`src/rtl/bits_readback_pkg.sv`:
```
`default_nettype none
// ============================================================================
// Module      : bits_readback_pkg
// Description : Shared constants and the saturating-increment helper used by
//               the bit-bus readback block and its per-bit channels.
// Revision    : 1.0 - initial release
// ============================================================================
package bits_readback_pkg;

  // Default build: four monitored bus bits, 16-bit transition counters.
  localparam int NBITS_DEF = 4;
  localparam int CNT_W_DEF = 16;

  // Widest counter the helper supports. Channels zero-extend their counter
  // into this width, call sat_inc, then take back their own low bits.
  localparam int CNT_MAX_W = 32;

  typedef struct packed {
    logic                 ovf;  // an event arrived while already saturated
    logic [CNT_MAX_W-1:0] cnt;  // counter value after the event
  } sat_res_t;

  // Saturating increment. With ev low the count passes through unchanged.
  // With ev high the count grows by one unless it already sits at max_val,
  // in which case it holds and ovf reports the lost event.
  function automatic sat_res_t sat_inc(
    input logic [CNT_MAX_W-1:0] cnt,
    input logic [CNT_MAX_W-1:0] max_val,
    input logic                 ev
  );
    sat_res_t res;
    res.ovf = 1'b0;
    res.cnt = cnt;
    if (ev) begin
      if (cnt >= max_val) begin
        res.ovf = 1'b1;
      end else begin
        res.cnt = cnt + {{(CNT_MAX_W-1){1'b0}}, 1'b1};
      end
    end
    return res;
  endfunction

endpackage : bits_readback_pkg
`default_nettype wire

```
`src/rtl/bits_readback_chan.sv`:
```
`default_nettype none
// ============================================================================
// Module      : bits_readback_chan
// Description : One bit-bus readback channel. Tracks the previous sample, a
//               sticky change flag, a saturating transition counter and a
//               sticky lost-event flag, and freezes them into snapshot
//               registers when the shared read strobe fires.
// Ports       : clk_i        - system clock, rising edge
//               reset_n_i    - asynchronous active-low reset
//               primed_i     - high once the first post-reset sample is taken
//               read_stb_i   - one-cycle snapshot request
//               bit_i        - monitored bus bit, synchronous to clk_i
//               value_o      - snapshot of bit_i
//               change_o     - snapshot of sticky change flag
//               count_o      - snapshot of transition counter
//               overflow_o   - snapshot of counter-saturated-and-lost flag
// Revision    : 1.0 - initial release
// ============================================================================
module bits_readback_chan
  import bits_readback_pkg::*;
#(
  parameter int CNT_W = CNT_W_DEF
) (
  input  logic             clk_i,
  input  logic             reset_n_i,
  input  logic             primed_i,
  input  logic             read_stb_i,
  input  logic             bit_i,
  output logic             value_o,
  output logic             change_o,
  output logic [CNT_W-1:0] count_o,
  output logic             overflow_o
);

  // All-ones value of a CNT_W-bit counter, expressed in helper width.
  localparam logic [CNT_MAX_W-1:0] CNT_SAT =
    CNT_MAX_W'((64'd1 << CNT_W) - 64'd1);

  logic             bits_q;
  logic             chg_q;
  logic [CNT_W-1:0] cnt_q;
  logic             ovf_q;

  logic             ev;
  sat_res_t         sat;
  logic [CNT_W-1:0] cnt_next;

  // The previous sample is meaningless until primed, so the first level
  // seen after reset never reads as a transition.
  assign ev       = primed_i & (bit_i ^ bits_q);
  assign sat      = sat_inc(CNT_MAX_W'(cnt_q), CNT_SAT, ev);
  assign cnt_next = sat.cnt[CNT_W-1:0];

  // Saturation keeps the upper helper bits at zero; they are consumed here
  // only so that narrow builds leave no dangling signal.
  if (CNT_W < CNT_MAX_W) begin : g_hi_unused
    logic unused_hi;
    assign unused_hi = |sat.cnt[CNT_MAX_W-1:CNT_W];
  end

  always_ff @(posedge clk_i or negedge reset_n_i) begin
    if (!reset_n_i) begin
      bits_q <= 1'b0;
    end else begin
      bits_q <= bit_i;
    end
  end

  // Accumulators. A strobe hands the current-cycle event to the snapshot
  // and restarts from zero, so no event is both reported and carried.
  always_ff @(posedge clk_i or negedge reset_n_i) begin
    if (!reset_n_i) begin
      chg_q <= 1'b0;
      cnt_q <= '0;
      ovf_q <= 1'b0;
    end else if (read_stb_i) begin
      chg_q <= 1'b0;
      cnt_q <= '0;
      ovf_q <= 1'b0;
    end else begin
      chg_q <= chg_q | ev;
      cnt_q <= cnt_next;
      ovf_q <= ovf_q | sat.ovf;
    end
  end

  // Snapshot registers only move on a strobe and otherwise hold.
  always_ff @(posedge clk_i or negedge reset_n_i) begin
    if (!reset_n_i) begin
      value_o    <= 1'b0;
      change_o   <= 1'b0;
      count_o    <= '0;
      overflow_o <= 1'b0;
    end else if (read_stb_i) begin
      value_o    <= bit_i;
      change_o   <= chg_q | ev;
      count_o    <= cnt_next;
      overflow_o <= ovf_q | sat.ovf;
    end
  end

endmodule : bits_readback_chan
`default_nettype wire

```
`src/rtl/bits_readback.sv`:
```
`default_nettype none
// ============================================================================
// Module      : bits_readback
// Description : Samples bit-bus inputs back into register space. Each bit has
//               a level, a sticky change flag and a saturating transition
//               counter; a register read strobe freezes all of them into a
//               stable snapshot and clears the accumulators.
// Ports       : clk_i        - system clock, rising edge
//               reset_n_i    - asynchronous active-low reset
//               bits_i       - NBITS bus inputs, synchronous to clk_i
//               READ_RSTB    - one-cycle register read strobe
//               values_o     - snapshot of bits_i
//               changes_o    - snapshot of sticky change flags
//               counts_o     - snapshot of counters, bit i at [i*CNT_W +: CNT_W]
//               overflow_o   - snapshot of counter-saturated-and-lost flags
//               snap_valid_o - one-cycle pulse when the snapshot updates
// Revision    : 1.0 - initial release
// ============================================================================
module bits_readback
  import bits_readback_pkg::*;
#(
  parameter int NBITS = NBITS_DEF,
  parameter int CNT_W = CNT_W_DEF
) (
  input  logic                   clk_i,
  input  logic                   reset_n_i,
  input  logic [NBITS-1:0]       bits_i,
  input  logic                   READ_RSTB,
  output logic [NBITS-1:0]       values_o,
  output logic [NBITS-1:0]       changes_o,
  output logic [NBITS*CNT_W-1:0] counts_o,
  output logic [NBITS-1:0]       overflow_o,
  output logic                   snap_valid_o
);

  logic primed_q;

  // Goes high on the first clock after reset release and stays there; every
  // channel's previous-sample register is valid from then on.
  always_ff @(posedge clk_i or negedge reset_n_i) begin
    if (!reset_n_i) begin
      primed_q <= 1'b0;
    end else begin
      primed_q <= 1'b1;
    end
  end

  // Snapshot registers load on the edge after the strobe, so the valid pulse
  // is simply the strobe delayed by one cycle.
  always_ff @(posedge clk_i or negedge reset_n_i) begin
    if (!reset_n_i) begin
      snap_valid_o <= 1'b0;
    end else begin
      snap_valid_o <= READ_RSTB;
    end
  end

  for (genvar i = 0; i < NBITS; i++) begin : g_chan
    bits_readback_chan #(
      .CNT_W (CNT_W)
    ) u_chan (
      .clk_i      (clk_i),
      .reset_n_i  (reset_n_i),
      .primed_i   (primed_q),
      .read_stb_i (READ_RSTB),
      .bit_i      (bits_i[i]),
      .value_o    (values_o[i]),
      .change_o   (changes_o[i]),
      .count_o    (counts_o[i*CNT_W +: CNT_W]),
      .overflow_o (overflow_o[i])
    );
  end

endmodule : bits_readback
`default_nettype wire

```
`config.mk`:
```
export PLATFORM = sky130hd
export DESIGN_NAME = bits_readback
export DESIGN_NICKNAME = d
export VERILOG_FILES = /design/src/rtl/bits_readback_pkg.sv /design/src/rtl/bits_readback_chan.sv /design/src/rtl/bits_readback.sv
export SDC_FILE = /design/constraint.sdc
export NUM_CORES = 1
export LEC_CHECK = 0
export ABC_AREA = 0
export ABC_CLOCK_PERIOD_IN_PS = 3870
export CAP_MARGIN = 0
export CORE_UTILIZATION = 60
export CTS_CLUSTER_SIZE = 24
export DETAILED_ROUTE_END_ITERATION = 16
export PLACE_DENSITY = 0.85
export SLEW_MARGIN = 10
export SYNTH_ARGS = -nofsm -noshare
export SYNTH_HDL_FRONTEND = slang
export SYNTH_HIERARCHICAL = 1
export SYNTH_SLANG_ARGS = --single-unit
```
`constraint.sdc`:
```
create_clock -name clk_i -period 3.87 [get_ports clk_i]
set_input_delay 0.774 -clock clk_i [delete_from_list [all_inputs] [get_ports clk_i]]
set_output_delay 0.774 -clock clk_i [all_outputs]
set_load 0.01 [all_outputs]
```
# Word-level counts from Yosys, hierarchy flattened
# Index checks and enable logic that the tools add are counted.
[op_classes]
n_lt_le_gt_ge = 4
addsub = 4
n_mux = 24
bitwise = 16
[op_table]
columns = ["op", "count"]
rows = [
  ["2-to-1 mux 33 bit", 4],
  ["2-to-1 mux 32 bit", 4],
  ["adder 16 x 1 -> 17 bit, second input constant", 4],
  [">= comparator 16 bit, second input constant", 4],
  ["2-to-1 mux 16 bit", 4],
  ["2-to-1 mux 1 bit", 12],
  ["OR 1 bit", 8],
  ["bitwise AND 1 bit", 4],
  ["bitwise XOR 1 bit", 4],
]
[totals]
regBits = 154
in_bits = 7
elab_cells = 82
output_inout_bits = 77

# Logic depth before layout (Yosys ltp)
[logic_depth]
ltp_word = 5
ltp_mapped = 6
mapped_depth_nobuf = 5

# Cells and area by module
# The synthesis kept the hierarchy.
[modules_own_cells]
columns = ["module", "n_inst", "area_each_um2", "cells_each"]
rows = [
  ["bits_readback_chan", 4, 1725.4, 166],
  ["bits_readback", 1, 53.8, 3],
]

# Worst setup path after synthesis
# OpenSTA, ideal clock, no wires.
[synth_timing]
kind = "input -> register"
from = "in bits_i[0]"
to = "reg g_chan[0].u_chan.count_o[13]"
cell_stages = 5
t_arrival_ns = 1.798
t_required_ns = 3.737
slack_ns = 1.939
setup_time_ns = 0.133
path_buffers = 0
path_cell_list = "xor2_2 -> nand2_1 -> o31a_1 -> nor3_2 -> a21oi_2"
[synth_between]
elab_chain_len = 3
[synth_lines]
columns = ["item", "line", "source"]
rows = [
  ["start: declaration", "bits_readback.sv:27", "input logic [NBITS-1:0] bits_i,"],
  ["bitwise XOR 1 bit", "bits_readback_chan.sv:50", "assign ev = primed_i & (bit_i ^ bits_q);"],
  ["bitwise AND 1 bit", "bits_readback_chan.sv:50", ""],
  ["2-to-1 mux 33 bit", "bits_readback_pkg.sv:34", "if (ev) begin"],
  ["end signal: assignment", "bits_readback_chan.sv:97", "count_o <= cnt_next;"],
  ["end: declaration", "bits_readback_chan.sv:31", "output logic [CNT_W-1:0] count_o,"],
]
# Every way passes these cells.
# A chain may end at the register's enable or synchronous reset.

# Worst setup path after layout
[layout_timing]
from = "in bits_i[0]"
to = "reg g_chan[0].u_chan.count_o[15]"
# The elaborated chain is that of the path after synthesis.

==> impl_table.tex <==
\begin{tabular}{lr}
\hline
Metric & Value \\
\hline
\multicolumn{2}{l}{\textbf{Outcome}} \\
Run status & finished clean \\
\multicolumn{2}{l}{\textbf{Global routing}} \\
GRT Overall Usage & 25.60\% \\
Pin count of the biggest net entering global routing & 100 \\
First-pass GRT wire length & 23430 µm \\
Antenna violations before repair & 0 \\
Number of global-route vias before repair & 5029 \\
Total gr overflow & 0 \\
\multicolumn{2}{l}{\textbf{CTS}} \\
Postcts setup bufs & 0 \\
Clock buffers created by TritonCTS & 17 \\
Number of sinks handled by clock tree synthesis & 154 \\
\# H-tree levels & 4 \\
Clock-pin transition on the worst setup and hold timing paths & 60 ps \\
Clock tree root driver cell & sky130\_fd\_sc\_hd\_\_clkbuf\_16 \\
TritonCTS clock tree & built \\
Maximum root-to-sink buffer count & 2 \\
Worst-Skew Late Latency & 420 ps \\
Number of resized instances in the post-cts repair step & 0 \\
Hold buffer count at cts & 0 \\
\multicolumn{2}{l}{\textbf{STA}} \\
Pin slew with the least headroom to its limit & 890.0 ps \\
Final-report hold violation count & 0 \\
Sum of negative setup slack & 0 ps \\
Setup repair after global routing missed its margin & no \\
Final Cycle Share & 61.60\% \\
Number of setup violations in the final report & 0 \\
Hold\_ws & 462.0 ps \\
Skew final & 6.418 ps \\
Relative slew margins & 40.67\% \\
Max Transition Viols Final & 0 \\
Min Clock Period, post-route & 2384 ps \\
Achievable Freq & 0.4195 GHz \\
\multicolumn{2}{l}{\textbf{Place}} \\
PortBufs & 83 \\
Routability-driven placement congestion ratio & 0.8511 \\
Area of placed instances & 7904 µm² \\
HPWL after detailed placement & 9318 µm \\
\multicolumn{2}{l}{\textbf{Power and ir drop}} \\
Switch share & 22.59\% \\
Leak Pwr & 3.574 nW \\
Final Total Pwr & 3.514 mW \\
Switching power & 793.9 µW \\
Clock Power Share & 41.8\% \\
Power share of the sequential group & 49.1\% \\
Comb pwr share & 9.1\% \\
Internal power summed over all cells & 2.721 mW \\
Power per unit of standard cell area & 416.9 nW/µm² \\
Peak supply drop & 0.0004089 V \\
\multicolumn{2}{l}{\textbf{Cells and area}} \\
Most frequent cells in the layout & sky130\_fd\_sc\_hd\_\_dfrtp\_1 (154), sky130\_fd\_sc\_hd\_\_nor2\_1 (140), sky130\_fd\_sc\_hd\_\_clkdlybuf4s50\_1 (81) \\
Final instance area & 8431 µm² \\
Filler cell count & 732 \\
Diode count & 0 \\
Share of layout cells above drive strength 1 & 10.96\% \\
Final core utilization & 76.10\% \\
Final layout net count & 757 \\
Synth-to-layout area growth & 21.21\% \\
Most common library cell in the layout ignoring fill and taps & sky130\_fd\_sc\_hd\_\_dfrtp\_1 \\
Area of the multi-input gates & 2947 µm² \\
Reg area & 3854 µm² \\
\multicolumn{2}{l}{\textbf{Floorplan}} \\
Die height & 109.7 µm \\
Width of the die & 109.7 µm \\
Die area & 12030 µm² \\
Effective utilization at floorplan & 62.79\% \\
Number of rows created at floorplan & 38 \\
Number of top-level pins & 84 \\
Core area & 11080 µm² \\
\multicolumn{2}{l}{\textbf{Drt}} \\
Remaining number of nets flagged by the antenna check after routing & 0 \\
Drt pass-1 iters & 4 \\
Routed wire length per instance & 15.70 µm \\
DRC & 0 \\
Via density per instance & 5.773 \\
Count of vias placed by the detailed router & 5178 \\
Total wire length after detailed routing & 14080 µm \\
Initial DRC Count & 309 \\
\multicolumn{2}{l}{\textbf{Logic synthesis}} \\
Cell type with the highest aggregate area in the netlist & sky130\_fd\_sc\_hd\_\_dfrtp\_1 \\
Average instance area after synthesis & 10.43 µm² \\
Synth Instances & 667 \\
Number of nets in the synthesized netlist & 678 \\
Synth Register Bits & 154 \\
Top-area cell type share of the netlist area & 55.41\% \\
FFs w/ async S/R, synth & 100.0\% \\
Netlist area before placement & 6955 µm² \\
Unique masters post-synth & 35 \\
Number of enable-type register cells in the synthesized netlist & 0 \\
Post-synthesis sequential area ratio & 55.41\% \\
Most instantiated flip-flop cell in the synthesis netlist & sky130\_fd\_sc\_hd\_\_dfrtp\_1 \\
Leading cell types by total area after synthesis & sky130\_fd\_sc\_hd\_\_dfrtp\_1 (55\%), sky130\_fd\_sc\_hd\_\_nor2\_1 (7.6\%), sky130\_fd\_sc\_hd\_\_xnor2\_1 (5.0\%), sky130\_fd\_sc\_hd\_\_a21oi\_1 (4.9\%), sky130\_fd\_sc\_hd\_\_mux2i\_1 (2.9\%) \\
Warnings, synthesis & 6 \\
\multicolumn{2}{l}{\textbf{Hold path}} \\
Kind of path behind the tightest hold check & in -> async \\
\multicolumn{2}{l}{\textbf{Worst setup path}} \\
Worst Path Max Fanout & 8 \\
Kind of capture point of the worst setup path & register \\
Required @ worst endpoint & 4140 ps \\
Element type at the critical path start & input pin \\
Critical Path AT & 2650 ps \\
Worst Setup Path Type & in -> reg \\
\multicolumn{2}{l}{\textbf{Flow run}} \\
Maxcap violations & 0 \\
\hline
\end{tabular}
==> flip-flops by register name, summed over array words and instances (netlist names), 4 cells and up <==
signal,cells
g_chan.u_chan/overflow_o,4
g_chan.u_chan/chg_q,4
g_chan.u_chan/value_o,4
g_chan.u_chan/change_o,4
g_chan.u_chan/cnt_q,64
g_chan.u_chan/count_o,64
g_chan.u_chan/bits_q,4
g_chan.u_chan/ovf_q,4
==> cells in the mapped netlist (12+ instances only) <==
library cell	count
sky130_fd_sc_hd__nor3_1	16
sky130_fd_sc_hd__clkbuf_1	24
sky130_fd_sc_hd__nor2_1	140
sky130_fd_sc_hd__xnor2_1	40
sky130_fd_sc_hd__nand2_1	32
sky130_fd_sc_hd__inv_1	12
sky130_fd_sc_hd__mux2i_1	20
sky130_fd_sc_hd__dfrtp_1	154
sky130_fd_sc_hd__a21oi_1	68
sky130_fd_sc_hd__nand4_1	32
sky130_fd_sc_hd__a211oi_1	12
==> stage by stage <==
step | setup WS [ps] | instances
floorplan | 1939 | 667
global placement | 1222 | 867
detailed placement | 1159 | 867
CTS | 1547 | 897
global route | 1421 | 897
finish | 1486 | 897
==> kinds of logic (layout without fill, tap and decap cells) <==
logic type | count (synthesis) | after routing | share of synthesized area [%]
compound gates | 100 | 100 | 8.347
xor+xnor | 44 | 44 | 5.972
fa+ha+maj | 4 | 4 | 0.7196
buf+inv | 40 | 130 | 2.231
flops | 154 | 154 | 55.41
mux | 28 | 28 | 4.173
other cells | 1 | 1 | 0.05391
simple gates | 296 | 296 | 23.10
==> per-layer routing <==
layer | track usage (%) | routed length [µm]
met1 | 31.25 | 6070
met2 | 43.49 | 7250
met3 | 7.528 | 638
met4 | 8.762 | 121
met5 | 0 | 0
==> worst max-delay path, cell delays in order <==
cell and delay [ps]:
sky130_fd_sc_hd__clkdlybuf4s50_1 550, sky130_fd_sc_hd__xor2_2 270, sky130_fd_sc_hd__nand2_1 270, sky130_fd_sc_hd__nor3_1 450, sky130_fd_sc_hd__and3_1 240, sky130_fd_sc_hd__o22ai_1 90
==> final timing paths <==
kind | endpoint | slack (ps) | cells past startpoint | from
setup / recovery | g_chan[0].u_chan/count_o[15] | 1490 | 6 | bits_i[0]
min in group clk_i | g_chan[0].u_chan/chg_q | 490 | 2 | g_chan[0].u_chan/chg_q
hold reg to reg | g_chan[0].u_chan/chg_q | 490 | 2 | g_chan[0].u_chan/chg_q
max in group asynchronous | g_chan[3].u_chan/count_o[3] | 2590 | 2 | reset_n_i
setup reg to reg | g_chan[0].u_chan/count_o[15] | 1670 | 4 | primed_q
hold / removal | g_chan[2].u_chan/chg_q | 460 | 1 | reset_n_i
==> power groups by stage <==
stage                     clock [mW]  sequential (mW)  combinational [mW]
after global placement             0             1.75               0.312
after detailed placement           0             1.75               0.322
final                           1.47             1.73               0.320
after floorplan                    0             1.77               0.120
after CTS                       1.50             1.73               0.325
after global routing            1.57             1.73               0.354
==> cell type report <==
| type | count | area share, % |
|---|---|---|
| inverters | 12 | 0.5343 |
| multi-input cells | 473 | 34.95 |
| well taps | 140 | 2.078 |
| clock inverters | 2 | 0.1187 |
| repair buffers | 88 | 10.48 |
| flip-flops and latches | 154 | 45.71 |
| clock buffers | 28 | 6.129 |
Note: power is estimated with default switching activity, not from simulation.
